<file path="config.mk">
export PLATFORM = sky130hd
export DESIGN_NAME = genius_seq_gen
export DESIGN_NICKNAME = d
export VERILOG_FILES = /design/src/rtl/genius_pkg.sv /design/src/rtl/genius_lfsr.sv /design/src/rtl/genius_seq_gen.sv
export SDC_FILE = /design/constraint.sdc
export NUM_CORES = 1
export LEC_CHECK = 0
export ABC_CLOCK_PERIOD_IN_PS = 2800
export CAP_MARGIN = 20
export CORE_AREA = 2 2 101 103
export CTS_BUF_LIST = sky130_fd_sc_hd__clkbuf_8
export DETAILED_ROUTE_END_ITERATION = 6
export DIE_AREA = 0 0 103 105
export GPL_TIMING_DRIVEN = 0
export PLACE_DENSITY = 0.67
export SLEW_MARGIN = 20
export SYNTH_ARGS = -nofsm -noshare
export SYNTH_HDL_FRONTEND = slang
export SYNTH_SLANG_ARGS = --single-unit
export TNS_END_PERCENT = 20
</file>
<file path="constraint.sdc">
create_clock -name clk -period 2.8 [get_ports clk]
set_input_delay 0.56 -clock clk [delete_from_list [all_inputs] [get_ports clk]]
set_output_delay 0.56 -clock clk [all_outputs]
set_load 0.01 [all_outputs]
</file>
<file path="src/rtl/genius_pkg.sv">
// Shared constants, state encoding and symbol helpers for the Genius sequence generator.
// The no-repeat option (GENIUS_NO_REPEAT_EN) is consumed by genius_seq_gen.
package genius_pkg;

  localparam int SYM_W   = 4;
  localparam int MAX_LEN = 16;
  localparam int WORD_W  = SYM_W * MAX_LEN;
  localparam int LFSR_W  = 16;

  typedef enum logic [1:0] {
    IDLE = 2'd0,
    GEN  = 2'd1,
    LOAD = 2'd2
  } state_e;

  localparam logic [SYM_W-1:0] C_GREEN  = 4'b0001;
  localparam logic [SYM_W-1:0] C_RED    = 4'b0010;
  localparam logic [SYM_W-1:0] C_YELLOW = 4'b0100;
  localparam logic [SYM_W-1:0] C_BLUE   = 4'b1000;

  // Feedback taps for x^16+x^14+x^13+x^11+1 (bit i = x^(i+1)).
  localparam logic [LFSR_W-1:0] LFSR_TAPS    = 16'hB400;
  localparam logic [LFSR_W-1:0] DEFAULT_SEED = 16'hACE1;

  function automatic logic [SYM_W-1:0] decode_sym(input logic [1:0] sel);
    return C_GREEN << sel;
  endfunction

  function automatic logic [SYM_W-1:0] rotl_sym(input logic [SYM_W-1:0] s);
    return {s[SYM_W-2:0], s[SYM_W-1]};
  endfunction

endpackage

</file>
<file path="src/rtl/genius_lfsr.sv">
// Free-running Fibonacci LFSR; shifts on every clock, never leaves the non-zero state space.
module genius_lfsr
  import genius_pkg::*;
#(
  parameter int                LFSR_W = 16,
  parameter logic [LFSR_W-1:0] SEED   = 16'hACE1
) (
  input  logic              clk,
  input  logic              R_n,
  output logic [LFSR_W-1:0] q
);

  localparam logic [LFSR_W-1:0] TAPS = LFSR_W'(LFSR_TAPS);

  logic [LFSR_W-1:0] lfsr_q, lfsr_d;

  assign lfsr_d = {lfsr_q[LFSR_W-2:0], ^(lfsr_q & TAPS)};

  always_ff @(posedge clk or negedge R_n) begin
    if (!R_n) lfsr_q <= SEED;
    else      lfsr_q <= lfsr_d;
  end

  assign q = lfsr_q;

endmodule

</file>
<file path="src/rtl/genius_seq_gen.sv">
// Builds the Genius colour sequence one one-hot symbol per round and strobes it into the game register.
// Optional GENIUS_NO_REPEAT_EN: rotate a symbol that would repeat its predecessor.
module genius_seq_gen
  import genius_pkg::*;
#(
  parameter int                WORD_W  = genius_pkg::WORD_W,
  parameter int                SYM_W   = genius_pkg::SYM_W,
  parameter int                MAX_LEN = genius_pkg::MAX_LEN,
  parameter int                LFSR_W  = genius_pkg::LFSR_W,
  parameter logic [LFSR_W-1:0] SEED    = genius_pkg::DEFAULT_SEED
) (
  input  logic              clk,
  input  logic              R_n,
  input  logic              start,
  input  logic              next,
  output logic [WORD_W-1:0] data,
  output logic              E,
  output logic [4:0]        len,
  output logic              busy,
  output logic              full,
  output logic              overflow
);

  localparam int LEN_W = 5;

  logic [LFSR_W-1:0] lfsr_val;
  logic              unused_lfsr_hi;

  genius_lfsr #(
    .LFSR_W (LFSR_W),
    .SEED   (SEED)
  ) u_lfsr (
    .clk (clk),
    .R_n (R_n),
    .q   (lfsr_val)
  );

  assign unused_lfsr_hi = ^lfsr_val[LFSR_W-1:2];

  state_e            state_q, state_d;
  logic [WORD_W-1:0] data_q, data_d;
  logic [LEN_W-1:0]  len_q, len_d;
  logic              ovf_q, ovf_d;
  logic [SYM_W-1:0]  sym;
  logic              full_w;

  assign full_w = (len_q == LEN_W'(MAX_LEN));

`ifdef GENIUS_NO_REPEAT_EN
  logic [SYM_W-1:0] last_q, last_d;

  // len_q == 0 marks the first symbol after start, which is never rotated.
  always_comb begin
    sym = SYM_W'(decode_sym(lfsr_val[1:0]));
    if ((len_q != '0) && (sym == last_q)) sym = {sym[SYM_W-2:0], sym[SYM_W-1]};
  end

  always_comb begin
    last_d = last_q;
    if (state_q == GEN && !start) last_d = sym;
  end

  always_ff @(posedge clk or negedge R_n) begin
    if (!R_n) last_q <= '0;
    else      last_q <= last_d;
  end
`else
  always_comb begin
    sym = SYM_W'(decode_sym(lfsr_val[1:0]));
  end
`endif

  always_ff @(posedge clk or negedge R_n) begin
    if (!R_n) begin
      state_q <= IDLE;
      data_q  <= '0;
      len_q   <= '0;
      ovf_q   <= 1'b0;
    end else begin
      state_q <= state_d;
      data_q  <= data_d;
      len_q   <= len_d;
      ovf_q   <= ovf_d;
    end
  end

  // start is honoured in every state and always (re)enters GEN.
  always_comb begin
    state_d = state_q;
    unique case (state_q)
      IDLE:    if (start || (next && !full_w)) state_d = GEN;
      GEN:     state_d = start ? GEN : LOAD;
      LOAD:    state_d = start ? GEN : IDLE;
      default: state_d = IDLE;
    endcase
  end

  always_comb begin
    data_d = data_q;
    len_d  = len_q;
    ovf_d  = ovf_q;
    if (start) begin
      data_d = '0;
      len_d  = '0;
      ovf_d  = 1'b0;
    end else begin
      unique case (state_q)
        IDLE: if (next && full_w) ovf_d = 1'b1;
        GEN: begin
          for (int i = 0; i < MAX_LEN; i++) begin
            if (len_q == LEN_W'(i)) data_d[WORD_W-1-SYM_W*i -: SYM_W] = sym;
          end
          if (!full_w) len_d = len_q + LEN_W'(1);
        end
        default: ;
      endcase
    end
  end

  // A start arriving during LOAD aborts the symbol, so its strobe is suppressed.
  always_comb begin
    E    = (state_q == LOAD) && !start;
    busy = (state_q != IDLE);
  end

  assign data     = data_q;
  assign len      = len_q;
  assign full     = full_w;
  assign overflow = ovf_q;

endmodule

</file>
==> results_dict.tcl, run 1 <==
set metrics [dict create \
    switchingPower_mw 0.657 \
    dieArea_sq_um 10800 \
    crit_path_top_delay_cell "clkdlybuf4s50_1" \
    grt_max_degree 47 \
    rows 36 \
    critical_path_class "reg -> out" \
    root_buffer "clkbuf_8" \
    hold_buffers 0 \
    finalSetupViolations 0 \
    cp_num_buf_inv 2 \
    path_delay_family "buffers and inverters" \
    drive_gt1_share_pct 10.3 \
    p_sw_share_pct 24.6 \
    antenna_left 0 \
    die_h_um 105 \
    ctsHtreeMaxLevel 3 \
    grt_pass1_wl_um 14200 \
    avgSynthCellArea_sq_um 12.5 \
    fin_skew_ns 0.00809 \
    cts_buffers 9 \
    finalPower_mw 2.67 \
    worst_pin_slew_ns 0.609 \
    finalCriticalPeriod_ns 2.62 \
    fin_nets 404 \
    synth_area_sq_um 3830 \
    port_buffers 76 \
    cpPeakStageDelay_ns 0.62 \
    drtIter0Drc 90 \
    synthTopCellsByArea "dfrtp_1 52%, mux2i_1 16%, nand2b_1 10%" \
    cts_sinks 88 \
    wl_met1_um 4240 \
    drc_errors 0 \
    netlist.area_leader.share_pct 52.3 \
    startpoint_type "flop" \
    yosysSeqAreaShare_pct 57.8 \
    post_cts_buffers 0 \
    grt_pass1_vias 2738 \
    slew_viol_final 0 \
    cp_data_required_time_ns 2.24 \
    insertion_delay_ns 0.36 \
    cp_max_fo 6 \
    top_layer "met4" \
    slew_headroom_pct 59.4 \
    rsz0062_at_grt "no" \
    instances_no_fill 533 \
    drt_first_pass_iters 4 \
    layout_setup_ws_ns 0.178 \
    dp_cells 517 \
    status "finished, final reports clean" \
    clock_path_buffers 2 \
    yosys.area.top_type "dfrtp_1" \
    fmax_ghz 0.381 \
    synth_common_cells "80 x dfrtp_1, 63 x nand2b_1, 61 x mux2i_1" \
    hp-class "in -> async" \
    place_hpwl_um 6090 \
    worstPathArrival_ns 2.06 \
    crit_chain "inv_1, ha_1, nor4bb_4, clkdlybuf4s50_1" \
    layout.core_utilization_pct 52.2 \
    die_x_um 103 \
    viasPerCell 4.75 \
    synthCells 307 \
    wl_met3_um 246 \
    crit_path_end_kind "primary output" \
    setup_tns_ns 0 \
    fp.coreArea_sq_um 9640 \
    dominantRegCellSynth "dfrtp_1" \
    synth_most_common_cell "dfrtp_1" \
    routabilityCongestion 0.838 \
    clk_pin_slew_ns 0.10 \
    power_density_nw_per_um2 530 \
    internal-power_mw 2.01 \
    final_area_sq_um 5030 \
    dr_total_vias 2534 \
    wirelength_um 8690 \
    yosysUniqueCellTypes 32 \
    hold_viol_final 0 \
    ios 77 \
    min_period_over_period_pct 93.6 \
    grt_overflow_total 0 \
    peakVddDrop_uv 206 \
    antenna_cells 0 \
    syn-num-nets 316 \
    synth-edff-count 0 \
    wl_per_cell_um 16.3 \
    grt_use_total_pct 17.2 \
    dp_slack_ns -0.192 \
    async_flop_share_pct 100 \
    cts_tree "done" \
    p_leak_nw 2.29 \
    start_util_pct 39.7 \
    ys_warn_count 0 \
    area_delta_synth_final_pct 31.5 \
    max-cap-violations 0 \
    seq_power_share_pct 49.1 \
    met2_length_um 4130 \
    antenna_found_initial 0 \
    holdWs_ns 0.177 \
    placed_area_sq_um 4780 \
    synth_seq_cells 88 \
    p_comb_share_pct 9.7 \
    clock_power_share_pct 41.2 \
]
[worst paths after layout]
kind | slack, ns | endpoint | depth (start not counted) | start
max | 0.18 | full | 4 | len[0]
min | 0.18 | data[25] | 1 | R_n
max reg2reg | 0.99 | data[56] | 4 | u_lfsr.q[0]
min reg2reg | 0.35 | u_lfsr.q[7] | 0 | u_lfsr.q[6]
max in group asynchronous | 2.00 | u_lfsr.q[1] | 2 | R_n
min in group clk | 0.35 | u_lfsr.q[7] | 0 | u_lfsr.q[6]
[metal layers]
layer	track usage, %	up-vias
li1	-	1202
met1	24.4	1282
met2	26.1	44
met3	3.68	6
met4	5.45	0
met5	0	-
[cells by family (layout without fill, tap and decap cells)]
logic type,after synthesis,count (layout),share of synthesized area [%]
buffers and inverters,25,118,2.62
AO/OA/AOI/OAI,12,12,1.90
multiplexers,62,62,16.2
XOR/XNOR,3,3,0.687
AND/OR/NAND/NOR,112,112,19.1
adder cells (fa/ha/maj),5,5,1.63
flip-flops,88,88,57.8
[registers in the layout (all words and copies together), names as in the netlist]
signal    flops
data         64
u_lfsr.q     16
len           5
state_q       2
overflow      1
[cells in the final DEF (no fill, tap or decap), types with 2 or more instances in the layout]
master / synthesis / routed
nand2b_1: 63 / 63
ha_1: 5 / 5
mux2i_1: 61 / 61
buf_2: 5 / 5
bufinv_16: 0 / 3
inv_1: 6 / 6
nand3b_1: 11 / 11
o21ai_0: 6 / 6
clkbuf_8: 0 / 9
dfrtp_1: 80 / 80
nand2_1: 8 / 8
nor2_1: 8 / 8
inv_6: 0 / 2
clkdlybuf4s50_1: 0 / 74
a21oi_1: 3 / 3
xnor2_1: 2 / 2
or3_1: 2 / 2
clkbuf_1: 14 / 13
nor3b_1: 6 / 5
and3_1: 2 / 2
dfstp_2: 8 / 8
nor2_2: 3 / 3
[cell type report]
cell class,instances,area [sq um]
Multi-Input combinational cell,194,1520
Inverter,6,22.5
Sequential cell,88,2210
Clock inverter,7,126
Tap cell,133,166
Timing Repair Buffer,77,785
Clock buffer,9,124
Buffer,19,78.8
Fill cell,881,4600
[repair_timing]
item	4_1_cts	5_1_grt
endpoints found under the hold margin	0	0
setup endpoints to repair	1	2
gates resized for setup	1	3
pin swaps	0	1
[power groups by stage]
stage	clock (mW)	combinational [mW]	sequential, mW
6_report	1.10	0.258	1.31
5_1_grt	1.18	0.287	1.32
4_1_cts	1.12	0.261	1.31
3_5_place_dp	0	0.260	1.34
3_3_place_gp	0	0.252	1.34
2_1_floorplan	0	0.139	1.34
Power figures use the tool's default switching activity.
==> run 2, diff against run 1 <==
- HOLD_SLACK_MARGIN: unset -> 0.02
==> results of run 2 <==
No change in the layout: final DEF, timing and power equal those of run 1.
